### src/rtl/wg_stream_ctrl.sv
// Weight-buffer streaming controller: reads DEPTH words through a 2-entry skid FIFO onto a valid/ready stream.
// Optional macro WG_REPEAT_EN adds input repeat_pass to chain passes back to back.
module wg_stream_ctrl #(
   parameter int D_WL      = 24,
   parameter int UNITS_NUM = 5,
   parameter int DEPTH     = 156
) (
   input  logic                      clk,
   input  logic                      rst_n,
   input  logic                      start,
`ifdef WG_REPEAT_EN
   input  logic                      repeat_pass,
`endif
   output logic                      busy,
   output logic                      done,
   output logic [7:0]                addr,
   input  logic [UNITS_NUM*D_WL-1:0] w_i,
   output logic [UNITS_NUM*D_WL-1:0] w_o,
   output logic                      w_valid,
   input  logic                      w_ready,
   output logic [7:0]                w_idx,
   output logic                      w_last,
   output logic [1:0]                dbg_state
);

   localparam int         W        = UNITS_NUM * D_WL;
   localparam logic [7:0] LAST_IDX = 8'(DEPTH - 1);

   typedef enum logic [1:0] {
      S_IDLE  = 2'd0,
      S_FETCH = 2'd1,
      S_DRAIN = 2'd2,
      S_DONE  = 2'd3
   } state_t;

   state_t         state_q, state_d;
   logic [7:0]     addr_q, addr_d;
   logic [1:0]     cnt_q, cnt_d;
   logic [W-1:0]   d0_q, d0_d, d1_q, d1_d;
   logic [7:0]     i0_q, i0_d, i1_q, i1_d;
   logic           busy_q, busy_d;
   logic           done_q, done_d;
   logic           push, pop, rep;

`ifdef WG_REPEAT_EN
   assign rep = repeat_pass;
`else
   assign rep = 1'b0;
`endif

   // Stream handshake: a word moves when w_valid & w_ready are both high at a rising edge;
   // while w_valid is high and w_ready low, w_o/w_idx/w_last hold and w_valid stays high.
   always_comb begin
      state_d = state_q;
      addr_d  = addr_q;
      cnt_d   = cnt_q;
      d0_d    = d0_q;
      d1_d    = d1_q;
      i0_d    = i0_q;
      i1_d    = i1_q;
      pop     = (cnt_q != 2'd0) && w_ready;
      push    = (state_q == S_FETCH) && ((cnt_q != 2'd2) || pop);

      case ({push, pop})
         2'b01: begin
            d0_d  = d1_q;
            i0_d  = i1_q;
            cnt_d = cnt_q - 2'd1;
         end
         2'b10: begin
            if (cnt_q == 2'd0) begin
               d0_d = w_i;
               i0_d = addr_q;
            end else begin
               d1_d = w_i;
               i1_d = addr_q;
            end
            cnt_d = cnt_q + 2'd1;
         end
         2'b11: begin
            // Simultaneous pop and push keeps occupancy; the new word lands behind any survivor.
            if (cnt_q == 2'd1) begin
               d0_d = w_i;
               i0_d = addr_q;
            end else begin
               d0_d = d1_q;
               i0_d = i1_q;
               d1_d = w_i;
               i1_d = addr_q;
            end
         end
         default: ;
      endcase

      case (state_q)
         S_IDLE: begin
            addr_d = 8'd0;
            if (start) state_d = S_FETCH;
         end
         S_FETCH: begin
            if (push) begin
               if (addr_q == LAST_IDX) begin
                  if (rep) addr_d = 8'd0;
                  else     state_d = S_DRAIN;
               end else begin
                  addr_d = addr_q + 8'd1;
               end
            end
         end
         S_DRAIN: begin
            if (pop && (i0_q == LAST_IDX)) begin
               state_d = S_DONE;
               addr_d  = 8'd0;
            end
         end
         S_DONE: begin
            state_d = S_IDLE;
            addr_d  = 8'd0;
         end
         default: begin
            state_d = S_IDLE;
            addr_d  = 8'd0;
         end
      endcase

      busy_d = (state_d != S_IDLE);
      done_d = (state_d == S_DONE);
   end

   always_ff @(posedge clk or negedge rst_n) begin
      if (!rst_n) begin
         state_q <= S_IDLE;
         addr_q  <= 8'd0;
         cnt_q   <= 2'd0;
         d0_q    <= '0;
         d1_q    <= '0;
         i0_q    <= 8'd0;
         i1_q    <= 8'd0;
         busy_q  <= 1'b0;
         done_q  <= 1'b0;
      end else begin
         state_q <= state_d;
         addr_q  <= addr_d;
         cnt_q   <= cnt_d;
         d0_q    <= d0_d;
         d1_q    <= d1_d;
         i0_q    <= i0_d;
         i1_q    <= i1_d;
         busy_q  <= busy_d;
         done_q  <= done_d;
      end
   end

   assign busy      = busy_q;
   assign done      = done_q;
   assign addr      = addr_q;
   assign w_valid   = (cnt_q != 2'd0);
   assign w_o       = d0_q;
   assign w_idx     = i0_q;
   assign w_last    = w_valid && (i0_q == LAST_IDX);
   assign dbg_state = state_q;

endmodule
### config.mk
export PLATFORM = sky130hd
export DESIGN_NAME = wg_stream_ctrl
export DESIGN_NICKNAME = d
export VERILOG_FILES = /design/src/rtl/wg_stream_ctrl.sv
export SDC_FILE = /design/constraint.sdc
export NUM_CORES = 1
export LEC_CHECK = 0
export ABC_AREA = 1
export CAP_MARGIN = 20
export CORE_AREA = 10 10 235 237
export CTS_CLUSTER_SIZE = 8
export DETAILED_ROUTE_END_ITERATION = 7
export DIE_AREA = 0 0 245 247
export PLACE_DENSITY = 0.49
export SYNTH_ARGS = -nofsm -noshare
export SYNTH_HDL_FRONTEND = slang
export SYNTH_SLANG_ARGS = --single-unit
### constraint.sdc
create_clock -name clk -period 2.7 [get_ports clk]
set_input_delay 0.405 -clock clk [delete_from_list [all_inputs] [get_ports clk]]
set_output_delay 0.405 -clock clk [all_outputs]
set_load 0.02 [all_outputs]
==> results.yml, run 1 <==
global_route:
  grt_usage_pct: 16.5
  antenna_found_initial: 9
  grt_pass1_vias: 13900
  busiest_layer: "met2"
  overflow: 0
  use_met1_pct: 21.4
  grt_pass1_wl_um: 80300
  grt_use_met2_pct: 26.6
  use_met3_pct: 4.90
  grt_max_degree: 88
floorplanning:
  io-pin-count: 266
  die_area_um2: 60500
  die_h_um: 247
  start_util_pct: 29.6
  num_rows: 83
  die_w_um: 245
  coreArea_um2: 50700
timing:
  worst_slack_ps: 292
  setup_viol: 0
  rsz0062_at_grt: "false"
  hold_violations: 0
  timing.hold.ws_ps: 360
  setup_tns_ps: 0
  tightest_slew_ps: 542
  slew_headroom_pct: 63.9
  min_period_over_period_pct: 89.2
  final_max_slew_viol_count: 0
  finalClockSkew_ps: 21.1
  post-route-min-period_ps: 2410
  fmax_mhz: 415
synthesis:
  synthCells: 2194
  yosys-top-cells-area: "dfrtp_1, nand2_1, nand3_1"
  synthAdderAreaFrac_pct: 0.417
  synth_mux_area_share_pct: 0
  synth_cell_types: 23
  synth_top_cell_by_area: "dfrtp_1"
  synth_xor_xnor_area_share_pct: 0.292
  synth-compound-area-share_pct: 8.67
  synth-seq-cells: 270
  synth_top_family_by_area: "simple AND/OR/NAND/NOR gates"
  seq_area_frac_synth_pct: 45.0
  synth_top_area_share_pct: 45.0
  yosysWarningCount: 0
  syn_area_per_cell_um2: 6.84
  synth_nets: 2323
  synth_simple_gate_area_share_pct: 33.3
  synth_area_um2: 15000
layout:
  fin_nets: 2530
  utilization_pct: 38.5
  area_growth_pct: 30.1
  final_cell_area_um2: 19500
  drive_gt1_share_pct: 4.07
clocking:
  clk_transition_reported_paths_ps: 50
  clock-sinks: 270
  cts_htree_levels: 2
  clk_latency_ps: 550
  post_cts_buffers: 0
  max-clock-path-buffers: 3
  root_buffer: "clkbuf_16"
  cts_tree: "yes"
  cts_buffers: 40
placement:
  dp_slack_ps: 291
  hpwl_um: 32300
  numPortBuffers: 265
  globalplace.congestion: 0.785
  dpl_cell_area_um2: 18400
critical_path:
  worstPathArrival_ps: 2000
  end_kind: "primary output"
  cp_max_fo: 3
  path_class: "flip-flop to primary output"
  required_ps: 2300
  start_kind: "flip-flop"
pwr:
  peakVddDrop_mv: 0.827
  power_density_nw_per_um2: 1280
  leakagePower_nw: 9.66
detailed_routing:
  first_iter_violations: 862
  vias_per_cell: 4.61
  drc: 0
  first_pass_iters: 5
  totalWireLength_um: 51000
  ant_nets: 0
  post_drt_wl_per_cell_um: 16.5
  num_vias: 14300
run_status:
  status: "finished, final reports clean"
run:
  maxCapViolations: 0
min_path:
  hp-class: "input pin to asynchronous set/reset pin"
==> metrics by stage <==
step	cells	power, mW
4_1_cts	3085	25.5
6_report	3088	25.0
3_5_place_dp	3038	20.8
5_1_grt	3085	27.3
2_1_floorplan	2194	15.6
3_3_place_gp	3038	20.5
==> report_power, final <==
| part | total (mW) | internal (mW) | leakage (nW) | switching (mW) |
|---|---|---|---|---|
| clock network | 4.53 | 2.69 | 0.523 | 1.83 |
| logic | 13.1 | 5.17 | 5.77 | 7.97 |
| registers | 7.36 | 5.97 | 3.36 | 1.39 |
| total | 25.0 | 13.8 | 9.66 | 11.2 |
==> cells in the final DEF (no fill, tap or decap) <==
cell and instances:
inv_1 271, nor2_4 1, ha_4 2, nand2_2 1, nand3_1 270, o21ai_1 88, clkbuf_8 1, buf_8 1
xnor2_1 2, buf_12 29, nor2_1 20, nor3_1 1, inv_4 3, clkbuf_1 2, dfrtp_1 270, dlygate4sd3_1 1
nand2_4 1, dlygate4sd2_1 1, ha_1 3, o21ai_0 171, clkinv_2 2, clkdlybuf4s50_1 263, nand2_1 939, diode_2 3
xor2_1 3, a21oi_1 1, buf_4 14, nand3b_1 1, nand3_4 2, clkbuf_16 41
==> logic make-up after synthesis <==
logic type | after synthesis
and+or+nand+nor | 1236
buffers and inverters | 418
DFF | 270
AOI/OAI and AO/OA | 260
xor gates and xnor gates | 5
adders and majority gates | 5
==> worst max-delay path, cell delays in order, from the launching register on <==
cell and delay [ps]:
dfrtp_1 420, inv_1 80, ha_1 250, inv_1 100, clkdlybuf4s50_1 610
==> per-layer routing <==
| layer | routed length (um) | share of wire (%) |
|---|---|---|
| met5 | 95 | 0.19 |
| met4 | 880 | 1.7 |
| met3 | 3300 | 6.5 |
| met2 | 23300 | 46 |
| met1 | 23500 | 46 |
==> sequential cells by signal, summed over array words and instances (netlist names) <==
register,count
done,1
addr,8
w_o,120
dbg_state,2
busy,1
w_idx,8
d1_q,120
cnt_q,2
i1_q,8
==> layout make-up <==
type | instances | area (um^2)
sequential | 270 | 6760
clock buffer | 44 | 1050
inverter | 274 | 1040
timing repair buffer | 309 | 3350
multi-input combinational | 1506 | 6460
fill | 5289 | 31200
antenna | 3 | 7.51
tap | 680 | 851
clock inverter | 2 | 10.0
==> final timing paths <==
| path | startpoint | end | slack (ps) | cells after the start |
|---|---|---|---|---|
| max in group asynchronous | rst_n | w_idx[2]$_DFFE_PN0P_ | 1560 | 3 |
| min reg2reg | w_o[119]$_DFFE_PN0P_ | w_o[119]$_DFFE_PN0P_ | 470 | 2 |
| min in group clk | w_i[7] | d1_q[7]$_DFFE_PN0P_ | 460 | 3 |
| min | rst_n | w_o[51]$_DFFE_PN0P_ | 360 | 2 |
| max reg2reg | cnt_q[0]$_DFFE_PN0P_ | d1_q[115]$_DFFE_PN0P_ | 360 | 14 |
| max | cnt_q[0]$_DFFE_PN0P_ | w_valid | 290 | 4 |
==> cells in the mapped netlist (all sizes together) <==
library cell	n
o21ai	259
nand3b	1
a21oi	1
dfrtp	270
ha	5
xor2	3
inv	274
xnor2	2
clkbuf	41
nor3	1
nor2	21
nand3	272
nand2	941
buf	103
==> repair_timing <==
| item | 4_1_cts | 5_1_grt |
|---|---|---|
| setup endpoints to repair | 1 | 0 |
| hold buffers | 1 | 0 |
| resized for setup | 1 | 0 |
| hold endpoints to repair | 33 | 0 |
Note: power is estimated with default switching activity, not from simulation.
==> run 2: changes to the inputs <==
--- a/config.mk
+++ b/config.mk
@@ -11,6 +11,7 @@
 export CTS_CLUSTER_SIZE = 8
 export DETAILED_ROUTE_END_ITERATION = 7
 export DIE_AREA = 0 0 245 247
+export MAX_ROUTING_LAYER = met4
 export PLACE_DENSITY = 0.49
 export SYNTH_ARGS = -nofsm -noshare
 export SYNTH_HDL_FRONTEND = slang
==> run 2 against run 1 <==
Effect of this change:
- sequential cell count is the same
- combinational power is essentially flat
- clock power is essentially flat
- non-clock buffer count is the same
- sequential share of layout area is essentially flat
- worst hold slack is essentially flat
- clock skew shrank 0.78 ps
- cell area is essentially flat
- critical path depth is the same
- via count shrank 0.18%
- clock-buffer cell count is the same
==> results.yml, run 2 (synthesized netlist as in run 1, its figures left out) <==
min_path:
  hp-class: "input pin to asynchronous set/reset pin"
floorplanning:
  io-pin-count: 266
  coreArea_um2: 50700
  die_w_um: 245
  die_h_um: 247
  num_rows: 83
  die_area_um2: 60500
  start_util_pct: 29.6
clocking:
  clk_transition_reported_paths_ps: 50
  cts_htree_levels: 2
  cts_tree: "yes"
  max-clock-path-buffers: 3
  cts_buffers: 40
  clk_latency_ps: 550
  post_cts_buffers: 0
  root_buffer: "clkbuf_16"
  clock-sinks: 270
layout:
  layout_commonest_cell: "nand2_1"
  nFillCells: 5291
  drive_gt1_share_pct: 4.07
  final_cell_mix: "nand2_1, inv_1, nand3_1, dfrtp_1, clkdlybuf4s50_1"
  area_growth_pct: 30.2
  fin_nets: 2530
critical_path:
  crit_path_end: "w_valid"
  r2r_start: "cnt_q[0]$_DFFE_PN0P_"
  timing.rr.end: "d1_q[115]$_DFFE_PN0P_"
  required_ps: 2300
  path_class: "flip-flop to primary output"
  startpoint: "cnt_q[0]$_DFFE_PN0P_"
  start_kind: "flip-flop"
  rrSetupSlack_ps: 380
  rr_worst_depth: 14
  end_kind: "primary output"
  worstPathArrival_ps: 1980
  cp_max_fo: 3
global_route:
  grt_usage_pct: 17.0
  overflow: 0
  grt_pass1_vias: 13900
  antenna_found_initial: 9
  grt_max_degree: 88
  grt_pass1_wl_um: 80300
detailed_routing:
  first_pass_iters: 5
  post_drt_wl_per_cell_um: 16.4
  ant_nets: 0
  vias_per_cell: 4.60
  num_vias: 14200
  totalWireLength_um: 50800
  drc: 0
  first_iter_violations: 888
timing:
  post-route-min-period_ps: 2390
  fmax_mhz: 419
  rsz0062_at_grt: "false"
  slew_headroom_pct: 63.9
  worst_slack_ps: 312
  hold_violations: 0
  finalClockSkew_ps: 20.3
  tightest_slew_ps: 541
  final_max_slew_viol_count: 0
  min_period_over_period_pct: 88.4
  setup_tns_ps: 0
  setup_viol: 0
run_status:
  status: "finished, final reports clean"
placement:
  hpwl_um: 32300
  dp_slack_ps: 291
  globalplace.congestion: 0.796
  numPortBuffers: 265
pwr:
  peakVddDrop_mv: 0.826
  power_density_nw_per_um2: 1280
  leakagePower_nw: 9.66
run:
  maxCapViolations: 0
run 2: final cells by class:
type                       count  area, um^2  share of cell area (%)
tap                          680         851                    4.35
clock buffer                  44        1050                    5.36
inverter                     274        1040                    5.30
sequential                   270        6760                    34.6
timing repair buffer         309        3350                    17.2
clock inverter                 2        10.0                  0.0512
antenna                       10        25.0                   0.128
multi-input combinational   1506        6460                    33.1
run 2: worst max-delay path, stage by stage (launching register included):
cell             delay [ps]
dfrtp_1                 420
inv_1                    80
ha_1                    240
inv_1                    90
clkdlybuf4s50_1         610
run 2: report_power, final:
part	switching [mW]	internal, mW
registers	1.39	5.97
logic	7.98	5.17
clock network	1.83	2.69
total	11.2	13.8
run 2: worst min path at each step:
stage          cells past startpoint  slack [ps]                   end
2_1_floorplan                      0         110   addr[0]$_DFFE_PN0P_
3_3_place_gp                       1         330   w_o[51]$_DFFE_PN0P_
3_5_place_dp                       1         330   w_o[51]$_DFFE_PN0P_
4_1_cts                            2         350  d1_q[39]$_DFFE_PN0P_
5_1_grt                            2         380  d1_q[49]$_DFFE_PN0P_
6_report                           2         360   w_o[51]$_DFFE_PN0P_
run 2: timing repair:
| item | in CTS | in global routing |
|---|---|---|
| hold buffers | 1 | 0 |
| endpoints found under the setup margin | 1 | 0 |
| resized for setup | 1 | 0 |
| endpoints found under the hold margin | 33 | 0 |
run 2: stage by stage:
step                      cell area [um^2]  total power [mW]  utilization [%]  hold WS (ps)  instances
after global placement               18400              20.5             36.4           330       3038
after floorplan                      15000              15.6                -           109       2194
after CTS                            19500              25.5             38.5           346       3085
final                                19500              25.0             38.6           360       3095
after detailed placement             18400              20.8             36.4           332       3038
after global routing                 19500              27.3             38.5           376       3094
run 2: per-layer routing:
metal  vias up  track usage, %  share of wire [%]
met4         0            3.95                1.8
met3        56            4.54                6.1
li1       7194               -                  -
met1      6678            21.7                 47
met2       298            26.5                 45
met5         -               -                  0
